**src/rtl/mult_seq_ctrl_pkg.sv**
```systemverilog
// mult_seq_ctrl_pkg
//   Shared definitions for the sequential shift-and-add multiplier:
//   FSM state encoding and the default operand width.
package mult_seq_ctrl_pkg;

    localparam int W_DEFAULT = 4;

    typedef enum logic [1:0] {
        ST_IDLE = 2'd0,
        ST_RUN  = 2'd1,
        ST_DONE = 2'd2
    } state_e;

endpackage : mult_seq_ctrl_pkg

```
**src/rtl/mult_seq_ctrl_add_slice.sv**
```systemverilog
// add_slice
//   Combinational W-bit ripple-carry adder built from 1-bit full-adder cells.
//   Ports:
//     x, y  in  W   addends
//     cin   in  1   carry-in
//     sum   out W   sum bits
//     cout  out 1   carry-out of the top cell
module fa_cell (
    input  logic x,
    input  logic y,
    input  logic ci,
    output logic s,
    output logic co
);
    assign s  = x ^ y ^ ci;
    assign co = (x & y) | (ci & (x ^ y));
endmodule : fa_cell

module add_slice
    import mult_seq_ctrl_pkg::*;
#(
    parameter int W = W_DEFAULT
) (
    input  logic [W-1:0] x,
    input  logic [W-1:0] y,
    input  logic         cin,
    output logic [W-1:0] sum,
    output logic         cout
);
    // c[i] is the carry into bit i; c[W] leaves the slice.
    logic [W:0] c;

    assign c[0] = cin;

    for (genvar i = 0; i < W; i++) begin : g_fa
        fa_cell u_fa (
            .x  (x[i]),
            .y  (y[i]),
            .ci (c[i]),
            .s  (sum[i]),
            .co (c[i+1])
        );
    end

    assign cout = c[W];

endmodule : add_slice

```
**src/rtl/mult_seq_ctrl.sv**
```systemverilog
// mult_seq_ctrl
//   Sequential unsigned shift-and-add multiplier. One shared W-bit adder
//   slice is used once per iteration; W iterations form a 2W-bit product.
//   Ports:
//     clk      in  1   rising-edge clock
//     rst_n    in  1   asynchronous active-low reset
//     start    in  1   begin a multiply (only honoured in IDLE)
//     a        in  W   multiplicand, captured on the accepting edge
//     b        in  W   multiplier, captured on the accepting edge
//     busy     out 1   high while iterating (RUN)
//     done     out 1   one-cycle pulse when product is written
//     product  out 2W  last completed result
module mult_seq_ctrl
    import mult_seq_ctrl_pkg::*;
#(
    parameter int W  = W_DEFAULT,
    parameter int CW = $clog2(W)
) (
    input  logic           clk,
    input  logic           rst_n,
    input  logic           start,
    input  logic [W-1:0]   a,
    input  logic [W-1:0]   b,
    output logic           busy,
    output logic           done,
    output logic [2*W-1:0] product
);
    localparam logic [CW-1:0] CNT_LAST = CW'(W - 1);

    state_e           state_q, state_d;
    logic [W-1:0]     mcand_q, mcand_d;
    logic [2*W-1:0]   acc_q, acc_d;
    logic [CW-1:0]    cnt_q, cnt_d;
    logic [2*W-1:0]   product_q, product_d;
    logic             busy_q, done_q;

    // One iteration: add the multiplicand into the upper half when the
    // current multiplier LSB is set, then shift right keeping the carry.
    logic [W-1:0]     addend;
    logic [W-1:0]     sum;
    logic             cout;
    logic [2*W-1:0]   acc_iter;

    assign addend = acc_q[0] ? mcand_q : '0;

    add_slice #(.W(W)) u_add (
        .x    (acc_q[2*W-1:W]),
        .y    (addend),
        .cin  (1'b0),
        .sum  (sum),
        .cout (cout)
    );

    assign acc_iter = {cout, sum, acc_q[W-1:1]};

    always_comb begin
        state_d   = state_q;
        mcand_d   = mcand_q;
        acc_d     = acc_q;
        cnt_d     = cnt_q;
        product_d = product_q;
        case (state_q)
            ST_IDLE: begin
                if (start) begin
                    mcand_d = a;
                    acc_d   = {{W{1'b0}}, b};
                    cnt_d   = '0;
                    state_d = ST_RUN;
                end
            end
            ST_RUN: begin
                acc_d = acc_iter;
                if (cnt_q == CNT_LAST) begin
                    product_d = acc_iter;
                    state_d   = ST_DONE;
                end else begin
                    cnt_d = cnt_q + 1'b1;
                end
            end
            ST_DONE: state_d = ST_IDLE;
            default: state_d = ST_IDLE;
        endcase
    end

    // busy/done are decoded from the next state so they are registered
    // yet track the state register exactly.
    always_ff @(posedge clk or negedge rst_n) begin
        if (!rst_n) begin
            state_q   <= ST_IDLE;
            mcand_q   <= '0;
            acc_q     <= '0;
            cnt_q     <= '0;
            product_q <= '0;
            busy_q    <= 1'b0;
            done_q    <= 1'b0;
        end else begin
            state_q   <= state_d;
            mcand_q   <= mcand_d;
            acc_q     <= acc_d;
            cnt_q     <= cnt_d;
            product_q <= product_d;
            busy_q    <= (state_d == ST_RUN);
            done_q    <= (state_d == ST_DONE);
        end
    end

    assign busy    = busy_q;
    assign done    = done_q;
    assign product = product_q;

endmodule : mult_seq_ctrl
```
**config.mk**
```make
export PLATFORM = sky130hd
export DESIGN_NAME = mult_seq_ctrl
export DESIGN_NICKNAME = d
export VERILOG_FILES = /design/src/rtl/mult_seq_ctrl_pkg.sv /design/src/rtl/mult_seq_ctrl_add_slice.sv /design/src/rtl/mult_seq_ctrl.sv
export SDC_FILE = /design/constraint.sdc
export NUM_CORES = 1
export LEC_CHECK = 0
export ABC_AREA = 1
export BUFFER_PORTS_ARGS = -buffer_cell sky130_fd_sc_hd__buf_2
export CORE_MARGIN = 2
export CORE_UTILIZATION = 30
export DETAILED_ROUTE_END_ITERATION = 8
export GPL_TIMING_DRIVEN = 0
export RECOVER_POWER = 25
export SLEW_MARGIN = 20
export SYNTH_ARGS = -nofsm -noshare
export SYNTH_HDL_FRONTEND = slang
export SYNTH_SLANG_ARGS = --single-unit
export TNS_END_PERCENT = 10
```
**constraint.sdc**
```tcl
create_clock -name clk -period 4.8 [get_ports clk]
set_clock_uncertainty 0.1 [all_clocks]
set_input_delay 0.48 -clock clk [delete_from_list [all_inputs] [get_ports clk]]
set_output_delay 0.48 -clock clk [all_outputs]
set_load 0.01 [all_outputs]
```
==> impl_table.tex, run 1 <==
\begin{tabular}{lr}
\hline
Metric & Value \\
\hline
\multicolumn{2}{l}{\textbf{Floorplanning}} \\
\quad Rows & 23 \\
\quad Placeable core region & 0.00397 mm2 \\
\quad Full die area & $\sim$0.0046 mm2 \\
\quad I/O pin count & 21 \\
\quad Y dimension of the die & 68.0 um \\
\quad Die boundary width & roughly 68 um \\
\quad Starting utilization of the core area & $\sim$31\% \\
\multicolumn{2}{l}{\textbf{Power and ir drop}} \\
\quad P per Cell Area & between 600 and 700 mW/mm2 \\
\quad NetSw & 0.370 mW \\
\quad Worst-case vdd ir drop & between 0.15 and 0.2 mV \\
\quad Total power & between 0.9 and 1 mW \\
\quad Comb power frac & between 40\% and 50\% \\
\quad Sw Share & around 40\% \\
\quad Seq pwr share & between 30\% and 40\% \\
\quad Share of total power in the clock network & between 10\% and 20\% \\
\quad Leakage dissipation & between 0.7 and 0.8 nW \\
\quad Design internal power & between 0.5 and 0.6 mW \\
\multicolumn{2}{l}{\textbf{Placement}} \\
\quad Final RePlAce weighted congestion & 0.826 \\
\quad Number of placed instances, taps included & between 150 and 200 \\
\quad I/O Buffers & 20 \\
\quad Total half-perimeter wirelength after legalization and detailed placement & about 1800 um \\
\quad Placed Area & around 0.0014 mm2 \\
\quad Setup WS pre-CTS & roughly 2.5 ns \\
\multicolumn{2}{l}{\textbf{Global routing}} \\
\quad Number of antenna violations at the first check in global routing & 0 \\
\quad Overflow left after global routing & 0 \\
\quad Combined global-route utilization of all metal layers & roughly an eighth \\
\quad Pin count of the biggest net entering global routing & 27 \\
\quad Global-route wire length before repair & between 4000 and 5000 um \\
\quad Vias in the first global route & 935 \\
\multicolumn{2}{l}{\textbf{STA}} \\
\quad Slew Limit Fails & 0 \\
\quad Remaining max-slew budget at the tightest pin & around 9.3\% \\
\quad \# setup viols final & 0 \\
\quad RSZ-0062 raised after global routing & no \\
\quad Final worst slack & approximately 2.5 ns \\
\quad Final hold viol count & 0 \\
\quad Post-layout min period & about 2.3 ns \\
\quad Actual transition at the worst max-transition pin & about 1.4 ns \\
\quad Total negative slack for setup checks & 0 ns \\
\quad Final Hold Slack & around 0.33 ns \\
\quad Final clock period utilization by the worst path & about 48\% \\
\quad Maximum frequency from static timing analysis & 437 MHz \\
\multicolumn{2}{l}{\textbf{Critical path}} \\
\quad Critical path start-end classification & reg2reg \\
\quad Cell count of the worst reg-to-reg path & 8 \\
\quad Required arrival time at the worst endpoint & slightly below 5 ns \\
\quad Category of the worst setup path capture point & flop \\
\quad Largest driver fanout on the critical path & 5 \\
\quad Startpoint kind of the worst setup timing path & flop \\
\quad CP arrival & between 2 and 2.5 ns \\
\multicolumn{2}{l}{\textbf{Detailed routing}} \\
\quad \# DRC & 0 \\
\quad Total via count in the routed design & just over 900 \\
\quad Router iterations before antenna repair & 4 \\
\quad Via-to-Cell Ratio & between 4 and 5 \\
\quad Violation count after the first detailed-routing iteration & 32 \\
\quad Antenna-violating nets left & 0 \\
\quad DRT Wirelength & roughly 2400 um \\
\quad Routed wire length per instance & roughly 12 um \\
\multicolumn{2}{l}{\textbf{CTS}} \\
\quad Root buf cell & clkbuf\_8 \\
\quad Number of clock sinks & 26 \\
\quad Buffer depth of the longest clock path & 2 \\
\quad Number of buffers inserted during clock tree synthesis & 3 \\
\quad TritonCTS clock tree & built \\
\quad Number of buffers inserted by hold repair at cts & 0 \\
\quad Buffers inserted during post-CTS setup optimization & 0 \\
\quad Number of gates resized after CTS & 0 \\
\quad H-tree depth & 1 \\
\quad Clock transition at the registers of the reported paths & about 0.09 ns \\
\quad Clk Latency, worst-skew pair & roughly 0.27 ns \\
\multicolumn{2}{l}{\textbf{Cells and area}} \\
\quad Final std cell area, no fill & 0.00146 mm2 \\
\quad Number of inserted diodes & 0 \\
\quad Area added between synthesis and finish & 18.9\% \\
\quad Filler cell count in the final layout & slightly above 400 \\
\quad Utilization after layout & about 37\% \\
\quad Final non-filler cell total & around 200 \\
\quad Register Area & around 650 um2 \\
\quad Number of nets in the final layout & 170 \\
\quad Area occupied by multi-input gates & roughly 470 um2 \\
\quad Fraction of final layout cells with drive strength greater than 1 & around a quarter \\
\multicolumn{2}{l}{\textbf{Synth}} \\
\quad Library cell occupying the most area in the post-synthesis netlist & dfrtp\_1 \\
\quad Synth top area cells & dfrtp\_1, nand2\_1, nand3\_1 \\
\quad Net count after synthesis & roughly 150 \\
\quad Seq cells post-synth & 26 \\
\quad Avg Cell Area, Syn & about 9.5 um2 \\
\quad Count of yosys warnings during synthesis & 0 \\
\quad Share of flip-flops with an asynchronous set or reset & 100\% \\
\quad Part of the Yosys area used for sequential elements & approximately 53\% \\
\quad Cell area after technology mapping & between 0.001 and 0.0015 mm2 \\
\quad Count of cell types in the netlist & 15 \\
\quad Commonest cells post-synth & nand2\_1, dfrtp\_1, nand3\_1 \\
\quad Synthesized netlist cell count & around 130 \\
\quad Area share of the largest cell type after synthesis & between 50 and 60\% \\
\quad Leading cell type by number of instances after synthesis & nand2\_1 \\
\quad Prevailing post-synth register cell & dfrtp\_1 \\
\quad Number of enable-type register cells in the synthesized netlist & 0 \\
\multicolumn{2}{l}{\textbf{Status}} \\
\quad Status & complete, no violations \\
\multicolumn{2}{l}{\textbf{Flow run}} \\
\quad Max Cap Viol & 0 \\
\multicolumn{2}{l}{\textbf{Worst hold path}} \\
\quad Worst hold path class & in2reg \\
\quad Number of stages on the worst hold path & 3 \\
\hline
\end{tabular}
-- worst max-delay path, stage by stage, from the launching register on --
cell and delay, ns:
dfrtp_1 0.41, nand2_1 0.07, inv_1 0.06, ha_1 0.13, inv_1 0.04, fa_1 0.37
fa_1 0.39, fa_1 0.52, o21ai_0 0.09
-- routing by layer --
metal	up-vias	global-route usage [%]	wire length, um
li1	458	-	-
met4	0	6.75	52
met5	-	0	0
met2	27	20.6	1160
met1	445	14.4	1050
met3	4	2.30	145
-- logic make-up after synthesis --
family / count (synthesis) / synth area share [%]
AOI/OAI and AO/OA: 12 / 7.33
adders and majority gates: 5 / 6.92
buffers and inverters: 23 / 9.06
DFF: 26 / 53.0
and+or+nand+nor: 63 / 23.7
-- cell type report --
cell class	instances	share of cell area [%]
plain buffers	3	2.31
well taps	50	4.28
multi-input cells	80	31.9
flip-flops and latches	26	44.5
clock buffers	3	2.83
clock inverters	1	2.05
inverters	20	5.31
repair buffers	20	6.76
-- state kept, by name (all words and copies together), names as in the netlist --
| register | flops |
|---|---|
| acc_q | 8 |
| busy | 1 |
| cnt_q | 2 |
| mcand_q | 4 |
| state_q | 2 |
| done | 1 |
| product | 8 |
-- cells in the final DEF (no fill, tap or decap), types with 3 or more instances in the layout --
cell type / synthesis / final
nand3_1: 24 / 24
dfrtp_1: 26 / 26
o21ai_0: 4 / 4
buf_6: 3 / 3
inv_1: 18 / 18
fa_1: 3 / 3
o21ai_2: 8 / 8
buf_2: 0 / 19
nand2_1: 33 / 33
clkbuf_8: 0 / 3
-- final timing paths --
path                                         from                      to  slack [ns]
setup / recovery             acc_q[0]$_DFFE_PN0P_    acc_q[6]$_DFFE_PN0P_        2.51
hold / removal                               a[3]  mcand_q[3]$_DFFE_PN0P_        0.33
setup reg to reg             acc_q[0]$_DFFE_PN0P_    acc_q[6]$_DFFE_PN0P_        2.51
hold reg to reg            product[4]$_DFFE_PN0P_  product[4]$_DFFE_PN0P_        0.39
max in group asynchronous                   rst_n    acc_q[0]$_DFFE_PN0P_        3.41
min in group asynchronous                   rst_n    acc_q[5]$_DFFE_PN0P_        0.39
-- power groups by stage --
stage          Sequential [mW]  Clock (mW)  Combinational, mW
2_1_floorplan            0.369           0              0.293
3_3_place_gp             0.358           0              0.396
3_5_place_dp             0.364           0              0.413
4_1_cts                  0.361       0.186              0.415
5_1_grt                  0.371       0.192              0.467
6_report                 0.360       0.183              0.405
(Power assumes the default switching activity.)
==> inputs of run 2 (changes only) <==
ABC_AREA = 0   (was 1)
clock period = 2.3 ns   (was 4.8 ns; I/O delays follow)
==> run 2 against run 1 <==
Worst hold slack got worse by 0.24 ns. Clock power rose by 100%. Global-route usage decreased by 0.38 points. Critical endpoint unchanged. Worst setup slack lost 2.4 ns. Wire length fell by 14%. Maximum frequency rose by 5.0%. Synthesized area shrank 7.8%. Largest power group is now registers. Largest cell class unchanged. Design area down 4.9%.
==> impl_table.tex, run 2 <==
\begin{tabular}{lr}
\hline
Metric & Value \\
\hline
\multicolumn{2}{l}{\textbf{Cells and area}} \\
\quad Fraction of final layout cells with drive strength greater than 1 & 31.2\% (was 26.1\%) \\
\quad Number of inserted diodes & 0 (unchanged) \\
\quad Leading cell type in the layout, fill and taps excluded & dfrtp\_1 (was nand2\_1) \\
\quad Commonest cells after routing, fill and taps aside & dfrtp\_1, buf\_2, nand2\_1 (was nand2\_1, dfrtp\_1, nand3\_1) \\
\quad Area added between synthesis and finish & 22.8\% (was 18.9\%) \\
\quad Final non-filler cell total & 173 (was 203) \\
\quad Number of nets in the final layout & 142 (was 170) \\
\multicolumn{2}{l}{\textbf{Floorplanning}} \\
\quad Placeable core region & 0.00363 mm2 (was 0.00397 mm2) \\
\quad Rows & 22 (was 23) \\
\quad Starting utilization of the core area & 31.2\% (was 30.9\%) \\
\quad I/O pin count & 21 (unchanged) \\
\quad Y dimension of the die & 65.4 um (was 68.0 um) \\
\quad Die boundary width & 65.4 um (was 68.0 um) \\
\quad Full die area & 0.00428 mm2 (was 0.00462 mm2) \\
\multicolumn{2}{l}{\textbf{Power and ir drop}} \\
\quad Seq pwr share & 41.4\% (was 37.9\%) \\
\quad Design internal power & 1.27 mW (was 0.579 mW) \\
\quad Sw Share & 34.5\% (was 39.0\%) \\
\quad Total power & 1.94 mW (was 0.949 mW) \\
\quad Leakage dissipation & 0.633 nW (was 0.774 nW) \\
\quad NetSw & 0.670 mW (was 0.370 mW) \\
\quad Share of total power in the clock network & 19.3\% (about the same) \\
\quad P per Cell Area & 1390 mW/mm2 (was 649 mW/mm2) \\
\quad Comb power frac & 39.3\% (was 42.7\%) \\
\quad Worst-case vdd ir drop & 0.429 mV (was 0.150 mV) \\
\multicolumn{2}{l}{\textbf{Worst hold path}} \\
\quad WHS Endpoint & mcand\_q[3]\$\_DFFE\_PN0P\_ (unchanged) \\
\quad Worst hold path class & in2reg (unchanged) \\
\quad Number of stages on the worst hold path & 2 (was 3) \\
\quad Worst hold path startpoint & a[3] (unchanged) \\
\multicolumn{2}{l}{\textbf{Detailed routing}} \\
\quad Antenna-violating nets left & 0 (unchanged) \\
\quad Violation count after the first detailed-routing iteration & 6 (was 32) \\
\quad Routed wire length per instance & 12.0 um (was 11.9 um) \\
\quad Total via count in the routed design & 779 (was 934) \\
\quad DRT Wirelength & 2070 um (was 2410 um) \\
\quad Via-to-Cell Ratio & 4.50 (was 4.60) \\
\quad Router iterations before antenna repair & 4 (unchanged) \\
\quad \# DRC & 0 (unchanged) \\
\multicolumn{2}{l}{\textbf{STA}} \\
\quad Post-layout min period & 2.18 ns (was 2.29 ns) \\
\quad Final hold viol count & 0 (unchanged) \\
\quad RSZ-0062 raised after global routing & no (unchanged) \\
\quad Final clock period utilization by the worst path & 94.7\% (was 47.6\%) \\
\quad Actual transition at the worst max-transition pin & 1.38 ns (was 1.36 ns) \\
\quad \# setup viols final & 0 (unchanged) \\
\quad Slew Limit Fails & 0 (unchanged) \\
\quad Remaining max-slew budget at the tightest pin & 7.98\% (was 9.25\%) \\
\quad Maximum frequency from static timing analysis & 459 MHz (was 437 MHz) \\
\quad Final worst slack & 0.122 ns (was 2.51 ns) \\
\multicolumn{2}{l}{\textbf{Critical path}} \\
\quad Slowest-stage cell, CP & fa\_1 (unchanged) \\
\quad Critical path start-end classification & reg2reg (unchanged) \\
\quad Destination of the worst register-to-register timing path & acc\_q[6]\$\_DFFE\_PN0P\_ (unchanged) \\
\quad Critical Path Max Stage Delay & 0.52 ns (about the same) \\
\quad Cell count of the worst reg-to-reg path & 7 (was 8) \\
\quad Slack of the worst reg-to-reg path & 0.12 ns (was 2.51 ns) \\
\quad Most repeated library cell on the critical path & fa\_1 (unchanged) \\
\quad Required arrival time at the worst endpoint & 2.36 ns (was 4.86 ns) \\
\quad Crit path cell chain & and2\_1, ha\_1, inv\_1, fa\_2, fa\_1, fa\_1, o21ai\_1 (was nand2\_1, inv\_1, ha\_1, inv\_1, fa\_1, fa\_1, fa\_1, o21ai\_0) \\
\quad Startpoint kind of the worst setup timing path & flop (unchanged) \\
\quad Category of the worst setup path capture point & flop (unchanged) \\
\quad Largest driver fanout on the critical path & 2 (was 5) \\
\quad CP arrival & 2.23 ns (was 2.35 ns) \\
\quad Source of the worst register-to-register timing path & acc\_q[0]\$\_DFFE\_PN0P\_ (unchanged) \\
\multicolumn{2}{l}{\textbf{Synth}} \\
\quad Part of the Yosys area used for sequential elements & 57.5\% (was 53.0\%) \\
\quad Number of enable-type register cells in the synthesized netlist & 0 (unchanged) \\
\quad Library cell occupying the most area in the post-synthesis netlist & dfrtp\_1 (unchanged) \\
\quad Prevailing post-synth register cell & dfrtp\_1 (unchanged) \\
\quad Commonest cells post-synth & dfrtp\_1, nand2\_1, inv\_1 (was nand2\_1, dfrtp\_1, nand3\_1) \\
\quad Synth top area cells & dfrtp\_1, mux2\_2, fa\_1 (was dfrtp\_1, nand2\_1, nand3\_1) \\
\quad Area share of the largest cell type after synthesis & 57.5\% (was 53.0\%) \\
\quad Cell area after technology mapping & 0.00113 mm2 (was 0.00123 mm2) \\
\quad Synthesized netlist cell count & 98 (was 129) \\
\quad Count of yosys warnings during synthesis & 0 (unchanged) \\
\quad Count of cell types in the netlist & 23 (was 15) \\
\quad Avg Cell Area, Syn & 11.6 um2 (was 9.52 um2) \\
\quad Seq cells post-synth & 26 (unchanged) \\
\quad Leading cell type by number of instances after synthesis & dfrtp\_1 (was nand2\_1) \\
\quad Share of flip-flops with an asynchronous set or reset & 100\% (unchanged) \\
\quad Net count after synthesis & 114 (was 145) \\
\multicolumn{2}{l}{\textbf{Placement}} \\
\quad Final RePlAce weighted congestion & 0.746 (was 0.826) \\
\quad Total half-perimeter wirelength after legalization and detailed placement & 1550 um (was 1790 um) \\
\quad Number of placed instances, taps included & 166 (was 199) \\
\quad Setup WS pre-CTS & -0.0415 ns (was 2.50 ns) \\
\quad I/O Buffers & 20 (unchanged) \\
\multicolumn{2}{l}{\textbf{CTS}} \\
\quad Number of buffers inserted during clock tree synthesis & 3 (unchanged) \\
\quad Buffer depth of the longest clock path & 2 (unchanged) \\
\quad Root buf cell & clkbuf\_8 (unchanged) \\
\quad H-tree depth & 1 (unchanged) \\
\quad TritonCTS clock tree & built (unchanged) \\
\quad Clk Latency, worst-skew pair & 0.27 ns (about the same) \\
\quad Clock transition at the registers of the reported paths & 0.09 ns (about the same) \\
\quad Number of clock sinks & 26 (unchanged) \\
\multicolumn{2}{l}{\textbf{Global routing}} \\
\quad Overflow left after global routing & 0 (unchanged) \\
\quad Global-route wire length before repair & 3790 um (was 4110 um) \\
\quad Vias in the first global route & 842 (was 935) \\
\quad Number of antenna violations at the first check in global routing & 0 (unchanged) \\
\quad Pin count of the biggest net entering global routing & 27 (unchanged) \\
\quad Combined global-route utilization of all metal layers & 11.8\% (was 12.2\%) \\
\multicolumn{2}{l}{\textbf{Flow run}} \\
\quad Max Cap Viol & 0 (unchanged) \\
\multicolumn{2}{l}{\textbf{Status}} \\
\quad Status & complete, no violations (unchanged) \\
\hline
\end{tabular}
[run 2: worst max path at each step]
stage,startpoint,to,cells after the start
detailed placement,acc_q[0]$_DFFE_PN0P_,acc_q[6]$_DFFE_PN0P_,7
global route,acc_q[0]$_DFFE_PN0P_,product[6]$_DFFE_PN0P_,7
CTS,acc_q[0]$_DFFE_PN0P_,acc_q[6]$_DFFE_PN0P_,7
finish,acc_q[0]$_DFFE_PN0P_,acc_q[6]$_DFFE_PN0P_,7
global placement,acc_q[0]$_DFFE_PN0P_,acc_q[6]$_DFFE_PN0P_,7
floorplan,acc_q[0]$_DFFE_PN0P_,acc_q[6]$_DFFE_PN0P_,7
[run 2: kinds of logic (layout without fill, tap and decap cells)]
| group | count (synthesis) | in the layout | synth area share (%) |
|---|---|---|---|
| AND/OR/NAND/NOR | 28 | 28 | 12.2 |
| AO/OA/AOI/OAI | 20 | 20 | 10.8 |
| adder cells (fa/ha/maj) | 5 | 5 | 7.51 |
| multiplexers | 8 | 8 | 7.96 |
| flip-flops | 26 | 26 | 57.5 |
| buffers and inverters | 11 | 38 | 4.09 |
[run 2: area by class of cell]
cell class | count | area (um2)
fill | 380 | 2240
sequential | 26 | 651
multi-input combinational | 61 | 438
timing repair buffer | 23 | 124
tap | 48 | 60.1
clock buffer | 3 | 41.3
inverter | 9 | 33.8
clock inverter | 1 | 30.0
buffer | 2 | 12.5
[run 2: through the flow]
step	TNS, ns	hold WS (ns)	area (um2)	utilization, %
6_report	0	0.0896	1390	38.3
5_1_grt	0	0.0878	1390	38.3
4_1_cts	0	0.0871	1390	38.2
3_5_place_dp	-0.0513	0.168	1290	35.6
3_3_place_gp	-0.00136	0.151	1290	35.6
2_1_floorplan	0	-0.166	1130	-
[run 2: repair_timing]
item	in CTS	in global routing
gates cloned	0	0
setup endpoints to repair	2	4
gates resized for setup	0	5
setup buffers	2	0
hold buffers	1	0
endpoints found under the hold margin	26	0
[run 2: power by group through the flow]
stage	clock [mW]	combinational, mW	sequential, mW
6_report	0.375	0.762	0.802
5_1_grt	0.402	0.887	0.835
2_1_floorplan	0	0.483	0.829
4_1_cts	0.386	0.767	0.805
3_3_place_gp	0	0.706	0.809
3_5_place_dp	0	0.731	0.820
[run 2: layer usage]
layer / track usage [%] / up-vias / part of all wire, %
met3: 2.05 / 5 / 2.9
met4: 7.81 / 0 / 3.2
met1: 12.7 / 376 / 42
met2: 21.0 / 11 / 52
met5: 0 / - / 0
li1: - / 387 / -
[run 2: worst max-delay path: cells and delay by family, from the launching register on]
kind | cells | cell delay (ns)
buffers and inverters | 1 | 0.05
DFF | 1 | 0.36
AOI/OAI and AO/OA | 1 | 0.07
and+or+nand+nor | 1 | 0.12
adders and majority gates | 4 | 1.37
